--- config.mk ---
export PLATFORM = sky130hd
export DESIGN_NAME = cola_fetch
export DESIGN_NICKNAME = d
export VERILOG_FILES = /design/src/rtl/cola_fetch.sv
export SDC_FILE = /design/constraint.sdc
export NUM_CORES = 1
export LEC_CHECK = 0
export CAP_MARGIN = 20
export CORE_ASPECT_RATIO = 1.4
export CORE_MARGIN = 2
export CORE_UTILIZATION = 35
export CTS_CLUSTER_SIZE = 30
export DETAILED_ROUTE_END_ITERATION = 16
export GPL_TIMING_DRIVEN = 0
export HOLD_SLACK_MARGIN = 0.02
export PLACE_DENSITY = 0.6
export SYNTH_ARGS = -nofsm -noshare
export SYNTH_HDL_FRONTEND = slang
export SYNTH_SLANG_ARGS = --single-unit
--- constraint.sdc ---
create_clock -name clk -period 2.65 [get_ports clk]
set_clock_uncertainty 0.15 [all_clocks]
set_input_delay 0.265 -clock clk [delete_from_list [all_inputs] [get_ports clk]]
set_output_delay 0.265 -clock clk [all_outputs]
set_load 0.005 [all_outputs]
--- src/rtl/cola_fetch.sv ---
// Fetch-to-decode instruction queue of {pc, instr} entries with flush; optional COLA_FETCH_BYPASS_EN.
// Latency: 1 cycle push-to-head (0 cycles through an empty queue when COLA_FETCH_BYPASS_EN is defined).
// Backpressure: listo_out drops when full (even if a pop occurs the same cycle); head holds while !listo_in.
module cola_fetch #(
    parameter int PROFUNDIDAD = 4,
    parameter int ANCHO       = 32
) (
    input  logic                           clk,
    input  logic                           rst,
    input  logic [ANCHO-1:0]               instr_in,
    input  logic [ANCHO-1:0]               pc_in,
    input  logic                           valido_in,
    output logic                           listo_out,
    input  logic                           flush,
    output logic [ANCHO-1:0]               instr_out,
    output logic [ANCHO-1:0]               pc_out,
    output logic                           valido_out,
    input  logic                           listo_in,
    output logic [5:0]                     opcode,
    output logic [4:0]                     rs,
    output logic [4:0]                     rt,
    output logic [4:0]                     rd,
    output logic [5:0]                     funct,
    output logic [15:0]                    inmediato,
    output logic [$clog2(PROFUNDIDAD):0]   ocupacion
);
    localparam int PW = $clog2(PROFUNDIDAD);

    logic [ANCHO-1:0] mem_instr [PROFUNDIDAD];
    logic [ANCHO-1:0] mem_pc    [PROFUNDIDAD];
    logic [PW-1:0]    wr_ptr;
    logic [PW-1:0]    rd_ptr;
    logic [PW:0]      cnt;
    logic             empty;
    logic             full;
    logic             bypass;
    logic             push;
    logic             pop;

    assign empty = (cnt == '0);
    assign full  = (cnt == (PW+1)'(PROFUNDIDAD));

`ifdef COLA_FETCH_BYPASS_EN
    // Entry goes straight to decode and is never written into the array.
    assign bypass = empty && valido_in && listo_in && !flush && !rst;
`else
    assign bypass = 1'b0;
`endif

    assign listo_out = !rst && !full;
    assign push      = valido_in && listo_out && !flush && !bypass;
    assign pop       = !empty && listo_in && !flush;

    always_ff @(posedge clk) begin
        if (rst) begin
            wr_ptr <= '0;
            rd_ptr <= '0;
            cnt    <= '0;
        end else if (flush) begin
            wr_ptr <= '0;
            rd_ptr <= '0;
            cnt    <= '0;
        end else begin
            if (push)
                wr_ptr <= wr_ptr + PW'(1);
            if (pop)
                rd_ptr <= rd_ptr + PW'(1);
            if (push && !pop)
                cnt <= cnt + (PW+1)'(1);
            else if (pop && !push)
                cnt <= cnt - (PW+1)'(1);
        end
    end

    always_ff @(posedge clk) begin
        if (push) begin
            mem_instr[wr_ptr] <= instr_in;
            mem_pc[wr_ptr]    <= pc_in;
        end
    end

    always_comb begin
        instr_out = '0;
        pc_out    = '0;
        if (!empty) begin
            instr_out = mem_instr[rd_ptr];
            pc_out    = mem_pc[rd_ptr];
        end else if (bypass) begin
            instr_out = instr_in;
            pc_out    = pc_in;
        end
    end

    assign valido_out = !empty || bypass;
    assign ocupacion  = cnt;

    assign opcode    = instr_out[31:26];
    assign rs        = instr_out[25:21];
    assign rt        = instr_out[20:16];
    assign rd        = instr_out[15:11];
    assign funct     = instr_out[5:0];
    assign inmediato = instr_out[15:0];
endmodule

After elaboration in Yosys (flattened, before gate mapping)
Memories as Yosys holds them, arrays and structs flattened. A register that Yosys moved wholly into a read port is not among the register bits.
Index checks and enable logic that the tools add are counted.
{ "totals": {"out_inout_bits": 112, "ram_bits": 256, "register_bits": 7, "wordCells": 36, "mem_count": 2} }
{ "classes": {"add_sub_neg": 4, "mux": 10, "n_eq_ne": 1, "reduce_logical": 16} }
{ "mem_list": {"columns": ["name", "depth", "width", "rd", "rd_ports_with_merged_regs", "wr", "line_no", "rtl"], "rows": [
  ["mem_instr", 4, 32, 1, 1, 1, "29", "logic [ANCHO-1:0] mem_instr [PROFUNDIDAD];"],
  ["mem_pc", 4, 32, 1, 1, 1, "30", "logic [ANCHO-1:0] mem_pc [PROFUNDIDAD];"]
]} }
{ "op_table": {"columns": ["op", "count"], "rows": [
  ["$mux 32", 2],
  ["$mux 2", 4],
  ["$logic_and 1x1->1", 7],
  ["$logic_not 1->1", 6],
  ["$mux 3", 2],
  ["$add 2x1->2 const B", 2],
  ["$add 3x1->3 const B", 1],
  ["$eq 3x3->1 const B", 1],
  ["$logic_not 3->1", 1],
  ["$sub 3x1->3 const B", 1],
  ["$mux 1", 2],
  ["$reduce_bool 2->1", 1],
  ["$reduce_or 2->1", 1]
]} }

Logic depth before layout (Yosys ltp)
{ "depth": {"word_depth": 9, "mapped_depth": 8} }

Least setup slack after synthesis
Ideal clock, no wire load.
{ "synth_path": {"kind": "register to register", "startpoint": "register cnt[0], in the netlist ocupacion[0]", "endpoint": "memory mem_instr[0][0], enable pin", "path_buffers": 0, "stages_incl_launch_ff": 4, "arrival_ns": 2.397, "slack_ns": -0.326, "required_time_ns": 2.071, "setup_ns": 0.429, "path_cell_list": "dfxtp_1 or3b_1 and3_1 and2_1"} }
{ "synth_between": {"elab_chain_len": 7} }
{ "synth_lines": {"columns": ["element", "line_no", "rtl"], "rows": [
  ["from (decl)", "33", "logic [PW:0] cnt;"],
  ["from (signal assigned)", "69", "cnt <= cnt + (PW+1)'(1);"],
  ["from (signal assigned)", "71", "cnt <= cnt - (PW+1)'(1);"],
  ["$eq 3x3->1", "41", "assign full = (cnt == (PW+1)'(PROFUNDIDAD));"],
  ["$logic_not 1->1", "50", "assign listo_out = !rst && !full;"],
  ["$logic_and 1x1->1", "50", null],
  ["$logic_and 1x1->1 (2 in series)", "51", "assign push = valido_in && listo_out && !flush && !bypass;"],
  ["net push", "37", "logic push;"],
  ["$mux 1", "76", "if (push) begin"],
  ["$mux 1 (implied by the code)", "77", "mem_instr[wr_ptr] <= instr_in;"],
  ["to (decl)", "29", null]
]} }
The timed path passes the listed nets, and every way through them passes these cells.

==> qor.txt <==
area of placed instances: 12940 um^2
Setup crit start kind: flip-flop
top cells by area, synth: edfxtp_1 (73%), mux4_2 (13%), and2_1 (4.1%), buf_4 (3.1%), dfxtp_1 (1.7%)
Netlist cell types: 29
vias in the first global route: 5965
fin cells: 1135
CP arrival: 2.18 ns
Power, Total: 8.563 mW
final count of pins violating max slew: 0
DRT antenna net count: 0
synth warn: 0
endpoints failing hold: 0
pwr dens: 609.1 nW/um^2
Syn Inst Count: 499
Area growth syn-to-layout: 33.37%
slew margin rel.: 68.14%
share of layout cells above drive strength 1: 42.32%
CTS H-Tree Depth: 1
Final Instance Area: 14060 um^2
Core ar.: 29840 um^2
Netlist Area Pre-Place: 10540 um^2
clock slew seen by the registers of the worst setup and hold paths: 0.06 ns
Post-route DRC: 0
Nets: 807
VDD IR max: 0.0005524 V
Final Hold Slack: 0.2432 ns
Yosys reg bits: 265
CP Capture Type: output pin
first-pass GRT wire length: 33130 um
Num CTS Buffers: 25
Max Freq: 0.3859 GHz
Filler cells: 2573
Worst Max-Slew Pin Slew: 0.4779 ns
Die Area: 31540 um^2
IO Port Bufs: 180
most frequent cell after synthesis: edfxtp_1
cts hold-fix bufs: 0
Remaining Overflow, GRT: 0
total of max-cap violations: 0
overall routing resource usage: 13.85%
Worst EP required: 2.24 ns
I/O Pins: 181
Final Setup Violations: 0
compound-gate portion of the synthesized area: 0.4392%
top cell type's share of synthesized area: 72.93%
HPWL Detailed: 13200 um
FP Rows: 75
asr flop ratio synth: 0%
RSZ-0062 raised after global routing: yes
die height: 209.3 um
Final min period: 2.592 ns
initial DRC count: 174
clock sink total: 265
post-synthesis area per instance: 21.12 um^2
Commonest cells post-synth: edfxtp_1 (256), and2_1 (69), mux4_2 (60)
Avg WL per Cell: 18.93 um
syn nets: 574
Clk Latency, worst-skew pair: 0.51 ns
r2r worst-path depth: 8
CTS Buffer Depth: 3
leakage: 4.978 nW
Final Worst Setup Slack: 0.05843 ns
mux cell area share after synthesis: 13.91%
die width: 150.7 um
CP Max Fanout: 7
initial antenna violation count: 1
Adder-Cell Fraction of Synth Area: 0.7835%
largest area contributor in the netlist: edfxtp_1
Root Driver: clkbuf_16
final WL: 21480 um
largest net degree at the start of global routing: 41
footprint of the multi-input gates: 2285 um^2
Initial Utilization: 35.32%
Synth Area in XOR/XNOR: 0.3324%
CTS tree: yes
DR vias/cell: 4.648
Register Area: 7874 um^2
Hold Path Cell Cnt: 1
status: finished, final reports clean
routed via count: 5275
Cells after DPL: 1068
Setup CP Type: reg2out
post-synthesis simple-gate area fraction: 4.855%
gpl congestion: 0.6510
Util after Layout: 47.11%
sequential area share after synthesis: 74.64%
EDFF count, synth: 256
period utilization: 97.79%
worst slack, placed: -0.2345 ns
router iterations before antenna repair: 4
Primary FF master, synth: edfxtp_1
Setup TNS: 0 ns
largest family of logic cells by synthesized area: multiplexers
worst hold path class: in2reg
==> cell families (layout without fill, tap and decap cells) <==
logic type               after synthesis  after routing
multiplexers                          65             65
AND/OR/NAND/NOR                       84             84
XOR/XNOR                               4              4
other                                  0              1
AO/OA/AOI/OAI                          7              7
buffers and inverters                 68            318
flip-flops                           265            265
adder cells (fa/ha/maj)                6              6
==> area by class of cell <==
| cell class | instances | area share [%] |
|---|---|---|
| antenna | 1 | 0.01780 |
| buffer | 61 | 4.210 |
| clock buffer | 31 | 4.682 |
| clock inverter | 13 | 0.7032 |
| inverter | 3 | 0.08011 |
| multi-input combinational | 166 | 16.25 |
| sequential | 265 | 56.01 |
| tap | 385 | 3.427 |
| timing repair buffer | 210 | 14.62 |
==> power breakdown <==
group | switching [mW] | internal (mW)
clock | 1.43 | 1.86
sequential | 0.0128 | 4.64
combinational | 0.240 | 0.378
==> critical path, cell delays in order (launching register included) <==
cell and delay [ns]:
dfxtp_4 0.39, buf_12 0.16, buf_12 0.14, buf_12 0.12
buf_6 0.09, mux4_2 0.48, and2_4 0.18, buf_6 0.11
==> cells in the final DEF, fill, tap and decap left out, types with 8 or more instances in the layout <==
cell and count:
and2_1 11, and2_4 58, clkdlybuf4s15_1 22, clkdlybuf4s50_1 73, mux4_2 62, clkbuf_2 21, clkinv_2 8, dlygate4sd2_1 22
clkbuf_16 25, edfxtp_1 256, buf_6 33, buf_4 47, buf_2 25, buf_12 12
==> sequential cells by signal, summed over array words and instances, names as in the netlist, named ones only <==
signal / cells
rd_ptr: 2
mem_pc: 128
wr_ptr: 2
ocupacion: 3
mem_instr: 128
==> final timing paths <==
check / from / end / slack, ns
max reg2reg: ocupacion[2] / ocupacion[2] / 0.16
max: flip-flop / pc_out[7] / 0.06
min reg2reg: rd_ptr[0] / rd_ptr[0] / 0.39
min: pc_in[15] / mem_pc[3][15] / 0.24
==> layer usage <==
layer  track usage, %  up-vias  share of wire, %
met1            16.45     2704                38
li1                 -     2409                 -
met2            25.42      142                54
met5                0        -                 0
met3            2.870       20               6.1
met4            3.448        0               1.5
==> timing repair <==
item,in CTS,in global routing
buffers inserted,24,0
pin swaps,30,5
endpoints found under the setup margin,107,70
gates resized for setup,374,48
gates cloned,6,0
Power figures use the tool's default switching activity.
==> variant (same flow settings) <==
Register the output `inmediato`, without a reset; this adds one clock of latency there. The other outputs are not delayed to match.
--- a/src/rtl/cola_fetch.sv
+++ b/src/rtl/cola_fetch.sv
@@ -101,3 +101,5 @@
     assign funct     = instr_out[5:0];
-    assign inmediato = instr_out[15:0];
+    always_ff @(posedge clk) begin
+        inmediato <= instr_out[15:0];
+    end
 endmodule
Check against the original RTL: not equivalent (Yosys sat finds a counterexample within 4 cycles, from zero or initial values).
==> variant against the original RTL <==
Setup slack lost 0.063 ns; area after synthesis grew 1.9%; routed wire length increased by 3.4%; cell area up 3.8%; sequential cell count increased by 16; the run now ends with negative setup slack left; cell count up 1.6%; global-route usage about the same; power rose by 13%; die area up 1.9%; first-iteration DRC count increased by 29%; via count increased by 2.7%.
==> variant: results <==
place:
  place_congestion: 0.687
  dpl_worst_slack_ns: -0.336
  place_area_um2: 13100
  io_buffers: 180
  hpwlAfterDp_um: 13700
power_and_ir_drop:
  power.leakage_nw: 5.13
  clockPowerShare: 0.430
  p_int_mw: 7.79
  share_comb_of_total_power: 0.064
  vdd_drop_max_v: 0.000395
clock_network:
  cts_buffers: 28
  clock_latency_ns: 0.54
layout:
  drive_gt1_frac: 0.389
  finalNonFillerCells: 1153
  top_regs: "mem_instr: 128 flops, mem_pc: 128 flops, inmediato: 16 flops"
  nets: 821
  diodes: 0
  num-fill-cells: 2513
run_status:
  violations: "negative setup slack"
  status: "finished, violations left"
setup_path:
  arrival_ns: 2.24
  path_max_fanout: 6
logic_synthesis:
  ys_top_cells_by_area: "edfxtp_1 (72%), mux4_2 (13%), dfxtp_1 (4.7%), and2_1 (4.0%), buf_4 (1.9%)"
  synthTopCellsByCount: "edfxtp_1 (256), and2_1 (69), mux4_2 (60), buf_4 (27), dfxtp_1 (25)"
  avgSynthCellArea_um2: 21.5
  synth_edf_count: 256
  ys_seq_area_frac: 0.762
route:
  first_pass_iters: 4
  vias_per_cell: 4.70
  drt-wirelength-per-cell_um: 19.3
  drt_iter0_markers: 224
sta:
  finalSetupTns_ns: -0.00481
  layout_setup_ws_ns: -0.00481
  setup_viol: 1
  tightest_slew_ns: 0.525
worst_hold_path:
  worstHoldPathType: "in2reg"
grt:
  globalRouteTotalUtil: 0.138
  grt_pass1_vias: 6061
  grt_max_degree: 35
  grt_pass1_wl_um: 34100
## variant: changes by cell type in the layout (fill, tap and decap cells not counted), moves of 3 or more
cell,change
buf_12,+5
buf_16,-3
buf_4,-8
buf_6,-11
bufinv_16,+4
clkbuf_16,+6
clkbuf_2,-8
clkbuf_8,-3
clkdlybuf4s15_1,+6
clkdlybuf4s15_2,+4
clkdlybuf4s50_1,+16
dfxtp_1,+16
dlygate4sd2_1,-4
## variant: timing repair
action	4_1_cts	5_1_grt
resized for setup	333	22
hold buffers	0	0
buffers inserted	33	0
setup endpoints to repair	92	68
pin swaps	30	8
gates cloned	6	0
## variant: path summary, 6_finish.rpt
kind	startpoint	slack, ns	to	cells past startpoint
max	register	-0.005	instr_out[1]	8
min	instr_in[28]	0.20	mem_instr[3][28]	1
max reg2reg	ocupacion[0]	0.13	ocupacion[2]	9
min reg2reg	rd_ptr[0]	0.39	rd_ptr[0]	2
## variant: cell type report
type                    instances  area [um2]  area share
flip-flops and latches        281        8200       0.562
clock buffers                  36         762      0.0522
repair buffers                219        2170       0.148
inverters                       3        11.3    0.000771
plain buffers                  47         469      0.0321
clock inverters                16         216      0.0148
multi-input cells             166        2290       0.157
well taps                     385         482      0.0330
## variant: logic make-up after synthesis
| group | after synthesis | synth area share |
|---|---|---|
| multiplexers | 65 | 0.137 |
| adder cells (fa/ha/maj) | 6 | 0.00769 |
| flip-flops | 281 | 0.762 |
| XOR/XNOR | 4 | 0.00326 |
| AND/OR/NAND/NOR | 84 | 0.0476 |
| buffers and inverters | 52 | 0.0382 |
| AO/OA/AOI/OAI | 7 | 0.00431 |
## variant: routing by layer
layer	wire, um	global-route usage
met5	16	0
met4	481	0.0487
met3	1110	0.0277
met2	12100	0.256
met1	8540	0.159
